### config.mk
export PLATFORM = sky130hd
export DESIGN_NAME = mem_arbiter
export DESIGN_NICKNAME = d
export VERILOG_FILES = /design/src/rtl/mem_arbiter.sv
export SDC_FILE = /design/constraint.sdc
export NUM_CORES = 1
export LEC_CHECK = 0
export ABC_AREA = 1
export CAP_MARGIN = 20
export CORE_MARGIN = 5
export CORE_UTILIZATION = 43
export DETAILED_ROUTE_END_ITERATION = 7
export PLACE_DENSITY_LB_ADDON = 0.25
export REMOVE_ABC_BUFFERS = 1
export SLEW_MARGIN = 0
export SYNTH_ARGS = -nofsm -noshare
export SYNTH_HDL_FRONTEND = slang
export SYNTH_SLANG_ARGS = --single-unit
### constraint.sdc
create_clock -name clk -period 2.55 [get_ports clk]
set_clock_uncertainty 0.1 [all_clocks]
set_input_delay 0.51 -clock clk [delete_from_list [all_inputs] [get_ports clk]]
set_output_delay 0.51 -clock clk [all_outputs]
set_load 0.005 [all_outputs]
### src/rtl/mem_arbiter.sv
// Round-robin arbiter sharing one single-port memory bus between instruction fetch
// and data memory, with registered bus request and a watchdog for hung transfers.
module mem_arbiter #(
  parameter int unsigned DATA_WIDTH     = 32,
  parameter int unsigned ADDR_WIDTH     = 32,
  parameter int unsigned TIMEOUT_CYCLES = 255
) (
  input  logic                    clk,
  input  logic                    rst,
  input  logic                    i_if_req,
  input  logic [ADDR_WIDTH-1:0]   i_if_addr,
  output logic [DATA_WIDTH-1:0]   o_if_rdata,
  output logic                    o_if_ack,
  input  logic                    i_dm_req,
  input  logic                    i_dm_we,
  input  logic [ADDR_WIDTH-1:0]   i_dm_addr,
  input  logic [DATA_WIDTH-1:0]   i_dm_wdata,
  input  logic [DATA_WIDTH/8-1:0] i_dm_be,
  output logic [DATA_WIDTH-1:0]   o_dm_rdata,
  output logic                    o_dm_ack,
  output logic                    o_mem_req,
  output logic                    o_mem_we,
  output logic [ADDR_WIDTH-1:0]   o_mem_addr,
  output logic [DATA_WIDTH-1:0]   o_mem_wdata,
  output logic [DATA_WIDTH/8-1:0] o_mem_be,
  input  logic [DATA_WIDTH-1:0]   i_mem_rdata,
  input  logic                    i_mem_ack,
  output logic                    o_err,
  output logic                    o_busy
);

  localparam int unsigned CW       = (TIMEOUT_CYCLES > 0) ? $clog2(TIMEOUT_CYCLES + 1) : 1;
  localparam logic [CW:0] TO_LIMIT = (CW+1)'(TIMEOUT_CYCLES);

  typedef enum logic [1:0] {
    IDLE   = 2'd0,
    GNT_IF = 2'd1,
    GNT_DM = 2'd2
  } state_t;

  state_t        r_state;
  logic          r_last_dm;
  logic [CW-1:0] r_wdog;
  logic [CW:0]   w_wdog_inc;
  logic          w_timeout;
  logic          w_pick_dm;

  // The watchdog fires on the cycle that would make the stall count reach the limit;
  // an ack in that same cycle takes priority.
  always_comb begin
    w_wdog_inc = {1'b0, r_wdog} + (CW+1)'(1);
    w_timeout  = (TIMEOUT_CYCLES != 0) && !i_mem_ack && (w_wdog_inc == TO_LIMIT);
    w_pick_dm  = i_dm_req && (!i_if_req || !r_last_dm);
  end

  always_ff @(posedge clk or negedge rst) begin
    if (!rst) begin
      r_state     <= IDLE;
      r_last_dm   <= 1'b0;
      r_wdog      <= '0;
      o_if_rdata  <= '0;
      o_if_ack    <= 1'b0;
      o_dm_rdata  <= '0;
      o_dm_ack    <= 1'b0;
      o_mem_req   <= 1'b0;
      o_mem_we    <= 1'b0;
      o_mem_addr  <= '0;
      o_mem_wdata <= '0;
      o_mem_be    <= '0;
      o_err       <= 1'b0;
      o_busy      <= 1'b0;
    end else begin
      o_if_ack <= 1'b0;
      o_dm_ack <= 1'b0;
      o_err    <= 1'b0;
      case (r_state)
        IDLE: begin
          r_wdog <= '0;
          if (w_pick_dm) begin
            r_state     <= GNT_DM;
            r_last_dm   <= 1'b1;
            o_mem_req   <= 1'b1;
            o_busy      <= 1'b1;
            o_mem_we    <= i_dm_we;
            o_mem_addr  <= i_dm_addr;
            o_mem_wdata <= i_dm_wdata;
            o_mem_be    <= i_dm_be;
          end else if (i_if_req) begin
            r_state     <= GNT_IF;
            r_last_dm   <= 1'b0;
            o_mem_req   <= 1'b1;
            o_busy      <= 1'b1;
            o_mem_we    <= 1'b0;
            o_mem_addr  <= i_if_addr;
            o_mem_wdata <= '0;
            o_mem_be    <= '1;
          end
        end
        GNT_IF, GNT_DM: begin
          if (i_mem_ack || w_timeout) begin
            r_state   <= IDLE;
            o_mem_req <= 1'b0;
            o_busy    <= 1'b0;
            o_err     <= !i_mem_ack;
            if (r_state == GNT_IF) begin
              o_if_ack   <= 1'b1;
              o_if_rdata <= i_mem_ack ? i_mem_rdata : '1;
            end else begin
              o_dm_ack <= 1'b1;
              if (!i_mem_ack)
                o_dm_rdata <= '1;
              else if (!o_mem_we)
                o_dm_rdata <= i_mem_rdata;
            end
          end else begin
            r_wdog <= w_wdog_inc[CW-1:0];
          end
        end
        default: r_state <= IDLE;
      endcase
    end
  end

endmodule

# [Word-level counts from Yosys, hierarchy flattened]
# Index checks and enable logic that the tools add are counted.
[word_totals] register_bits=148 output_inout_bits=138 inputBits=138 word_cells=69
[op_classes] add_sub_neg=1 n_eq_ne=7 muxes=30 n_reduce_logical=17 bitwise_logic=1
[ops] cell="$mux 32" n=7
[ops] cell="$pmux 8 s2" n=1
[ops] cell="$mux 1" n=14
[ops] cell="$add 8x1->9 const B" n=1
[ops] cell="$eq 9x8->1 const B" n=1
[ops] cell="$mux 4" n=2
[ops] cell="$mux 8" n=1
[ops] cell="$mux 2" n=3
[ops] cell="$ne 2x2->1 const B" n=3
[ops] cell="$reduce_and 2->1" n=3
[ops] cell="$reduce_and 3->1" n=2
[ops] cell="$pmux 2 s2" n=1
[ops] cell="$reduce_and 4->1" n=1
[ops] cell="$reduce_bool 2->1" n=2
[ops] cell="$logic_not 1->1" n=3
[ops] cell="$ne 3x3->1 const B" n=1
[ops] cell="$eq 2x1->1 const B" n=1
[ops] cell="$eq 2x2->1 const B" n=1
[ops] cell="$logic_and 1x1->1" n=2
[ops] cell="$logic_not 2->1" n=1
[ops] cell="$logic_or 1x1->1" n=2
[ops] cell="$pmux 1 s2" n=1
[ops] cell="$reduce_or 2->1" n=1
[ops] cell="$not 1->1" n=1

# [Longest topological paths before layout]
# Gate-level depths: netlist (run 1).
[depth] ltp_word=6 ltp_mapped=13 ltp_nobuf=12

# [Worst setup path after synthesis (run 1)]
# OpenSTA, ideal clock, no wires.
[synth_timing] kind="register to register" from="register r_wdog[0]" to="register o_dm_rdata[0]" path_slack_ns=0.698 arrival_ns=1.635 synth_period_minus_slack_ns=1.852 setup_ns=0.117 required_time_ns=2.333 stages_incl_launch_ff=14 n_path_buf=1 path_cell_list="dfrtp_1 -> ha_1 -> nand2_1 -> nor2_1 -> nand2_1 -> nand2_1 -> nand2_2 -> nor2_4 -> nand2_4 -> nand2_8 -> nand3_2 -> buf_2 -> nand2_1 -> nand2_1"
[synth_between] elab_chain_cells=5
[synth_rtl] item="start, declared" line_no="43" text="logic [CW-1:0] r_wdog;"
[synth_rtl] item="start signal, assigned" line_no="116" text="r_wdog <= w_wdog_inc[CW-1:0];"
[synth_rtl] item="$add 8x1->9" line_no="51" text="w_wdog_inc = {1'b0, r_wdog} + (CW+1)'(1);"
[synth_rtl] item="$eq 9x8->1" line_no="52" text="w_timeout = (TIMEOUT_CYCLES != 0) && !i_mem_ack && (w_wdog_inc == TO_LIMIT);"
[synth_rtl] item="$logic_and 1x1->1" line_no="52"
[synth_rtl] item="$logic_or 1x1->1" line_no="100" text="if (i_mem_ack || w_timeout) begin"
[synth_rtl] item="$reduce_and 4->1 (no line)"
[synth_rtl] item="end signal, assigned" line_no="113" text="o_dm_rdata <= i_mem_rdata;"
[synth_rtl] item="end, declared" line_no="19" text="output logic [DATA_WIDTH-1:0] o_dm_rdata,"
# Every way passes these cells.
# A chain may end at the register's enable or synchronous reset.

# [Worst setup path after layout (run 1)]
[layout_timing] from="register r_wdog[0]" to="register o_if_rdata[11]"
[layout_between] elab_chain_cells=5
[layout_rtl] item="$add 8x1->9" line_no="51"
[layout_rtl] item="$eq 9x8->1" line_no="52"
[layout_rtl] item="$logic_and 1x1->1" line_no="52"
[layout_rtl] item="$logic_or 1x1->1" line_no="100"
[layout_rtl] item="$reduce_and 3->1 (no line)"
[layout_rtl] item="end signal, assigned" line_no="107" text="o_if_rdata <= i_mem_ack ? i_mem_rdata : '1;"
[layout_rtl] item="end, declared" line_no="12" text="output logic [DATA_WIDTH-1:0] o_if_rdata,"
# Every way passes these cells.

==> out/qor.yml, run 1 <==
min_path:
  holdCritStartpoint: "o_if_rdata[15]$_DFFE_PN0P_"
  whs_path_depth: 2
  hold_class: "reg2reg"
clock_tree:
  clk_path_buf_depth: 2
  clock_sinks: 148
  htreeDepth: 4
  post_cts_buffers: 0
  cts_tree: "built"
  cts_inserted_buffers: 17
  clock-root-buffer: "clkbuf_16"
  insertion_delay_ns: 0.42
  clk_pin_slew_worst_paths_ns: 0.06
sta:
  worst_slack_ns: 0.3291
  achievable-frequency_ghz: 0.4503
  fin_crit_ns: 2.221
  drv_slew: 0
  tightest_slew_ns: 0.5809
  finalHoldViolations: 0
  setup_violations: 0
  rsz0062_at_grt: "no"
  slew_headroom_pct: 61.27
  period_share_pct: 87.09
  holdWs_ns: 0.3672
status:
  status: "finished, final reports clean"
final_layout:
  fin_nets: 1095
  layout-drive-gt1-share_pct: 10.04
  syn2layout_area_growth_pct: 54.10
  fillCellCount: 1183
  antennaDiodeCount: 0
synth:
  syn_area_per_cell_um2: 9.341
  synth_area_um2: 6464
  synth.most_common_cell: "nand2_1"
  synth_commonest_cells: "nand2_1, dfrtp_1, nand4_1, nor2_1, clkbuf_1"
  synth.area.top_cells: "dfrtp_1, nand2_1, nand4_1"
  synth.yosys.seq_area_share_pct: 57.30
  yosys.area.top_type: "dfrtp_1"
  netlist.area_leader.share_pct: 57.30
  synth_edf_count: 0
  synth_ff_type: "dfrtp_1"
  yosys_warnings: 0
  syn_inst: 692
  ys_types: 28
  ys_ff_latch: 148
  ys_async_sr_fraction_pct: 100.0
place:
  gp_congestion: 0.8202
  port_buffers: 275
  place_ws_ns: 0.08977
  dp_hpwl_um: 13430
critical_path:
  startpoint: "r_wdog[0]$_DFFE_PN0P_"
  crit_path_end_kind: "register"
  reg2reg_from: "r_wdog[0]$_DFFE_PN0P_"
  reg2reg_depth: 12
  critPathTopFamily: "simple AND/OR/NAND/NOR gates"
  path_buf_inv: 1
  slowest_stage: "dfrtp_1"
  critPathRequiredTime_ns: 2.80
  critPathArrivalTime_ns: 2.48
  cp.depth: 12
  critPathMaxStageDelay_ns: 0.44
  path_class: "reg2reg"
  crit_fanout: 30
  critPathMostFrequentCell: "nand2_1"
  path_cells: "ha_1, nand2_1, nor2_1, nand2_1, nand2_1, nand2_2, nor2_4, nand2_4, nand2_8, buf_4, nand4_1, nand2_1"
  worst_setup_path_start_kind: "register"
floorplan:
  die_h_um: 132.6
  core_area_um2: 14640
  row_count: 44
  initial_core_util_pct: 44.14
  ios: 276
  die_area_um2: 17580
  die_w_um: 132.6
flow_run:
  drv_cap: 0
routing:
  drc_errors: 0
  drt_first_pass_iters: 6
  drtIter0Drc: 336
  via_count: 5925
  drt_wl_total_um: 19350
  wl_per_cell_um: 16.82
  drtAntennaViolNets: 0
  via_per_inst: 5.152
pwr:
  p_leak_nw: 4.503
  powerDensity_nw_per_um2: 1208
  vdd_drop_max_uv: 1048
global_routing:
  gr-total-overflow: 0
  grt_max_degree: 71
  grt_pass1_vias: 5754
  grt_pass1_wl_um: 30450
  antenna_found_initial: 0
  grt.total_usage_pct: 21.59
layout by cell type, fill, tap and decap left out, drive strengths merged:
cell / count
clkdlybuf4s50: 274
nand2: 231
dfrtp: 148
nand4: 66
nor2: 42
a22o: 33
or2: 32
a31oi: 32
clkbuf: 23
inv: 20
nand3: 19
buf: 18
o21ai: 8
clkinv: 6
o22a: 4
ha: 4
o21bai: 1
nor3: 1
a21oi: 1
bufinv: 1
clkinvlp: 1
dlygate4sd3: 1
worst paths after layout:
check	to	slack, ns
setup / recovery	o_if_rdata[11]$_DFFE_PN0P_	0.33
hold / removal	o_if_rdata[15]$_DFFE_PN0P_	0.37
setup reg to reg	o_if_rdata[11]$_DFFE_PN0P_	0.33
hold reg to reg	o_if_rdata[15]$_DFFE_PN0P_	0.37
max in group asynchronous	o_mem_addr[6]$_DFFE_PN0P_	1.12
min in group asynchronous	o_dm_ack$_DFF_PN0_	0.54
power by group:
part           total [mW]  internal, mW  switching (mW)
Clock                2.40          1.44           0.962
Sequential           4.09          3.47           0.623
Combinational        5.54          2.93            2.62
flip-flops by register name, summed over array words and instances (netlist names):
register,flops
r_state,2
o_mem_addr,32
r_wdog,8
o_if_ack,1
o_mem_be,4
o_dm_rdata,32
o_mem_wdata,32
o_busy,1
o_mem_we,1
o_err,1
r_last_dm,1
o_dm_ack,1
o_if_rdata,32
cell type report:
class / instances / area (um2) / area share [%]
Sequential cell: 148 / 3704 / 37.18
Timing Repair Buffer: 293 / 2942 / 29.53
Multi-Input combinational cell: 474 / 2450 / 24.59
Clock buffer: 23 / 488.0 / 4.899
Tap cell: 184 / 230.2 / 2.311
Clock inverter: 9 / 76.32 / 0.7662
Inverter: 19 / 71.32 / 0.7160
stage by stage:
stage                     area, um2  setup TNS, ns  util, %  std cells  total power, mW
after floorplan                6198         -46.75        -        640            6.276
after global placement         9349              0    63.84       1115            9.558
after detailed placement       9349              0    63.84       1115            9.645
after CTS                      9923              0    67.76       1148            12.09
after global routing           9961              0    68.02       1150            12.88
final                          9961              0    68.02       1150            12.04
layer usage:
layer  global-route usage, %  wire length (um)
met2                   34.26              9066
met4                   8.430               487
met3                   8.960              1817
met5                       0                 0
met1                   26.32              7974
worst reg2reg max path: cells and delay by family, from the launching register on:
| kind | cells | cell delay (ns) |
|---|---|---|
| simple gates | 10 | 1.04 |
| flops | 1 | 0.44 |
| buf+inv | 1 | 0.33 |
| fa+ha+maj | 1 | 0.25 |
kinds of logic after synthesis:
kind of cell	after synthesis	share of synthesized area, %
flip-flops	148	57.30
AND/OR/NAND/NOR	390	27.80
buffers and inverters	71	5.207
AO/OA/AOI/OAI	79	8.924
adder cells (fa/ha/maj)	4	0.7743
repair_timing:
item / 4_1_cts / 5_1_grt
hold buffers: 1 / 0
setup endpoints to repair: 0 / 24
gates resized for setup: 0 / 1
hold endpoints to repair: 56 / 0
Power figures use the tool's default switching activity.
==> run 2: changes to the inputs <==
- ABC_CLOCK_PERIOD_IN_PS: unset -> 2550
- GPL_TIMING_DRIVEN: unset -> 1
==> results of run 2 <==
Final layout, timing and power as in run 1 (identical DEF).
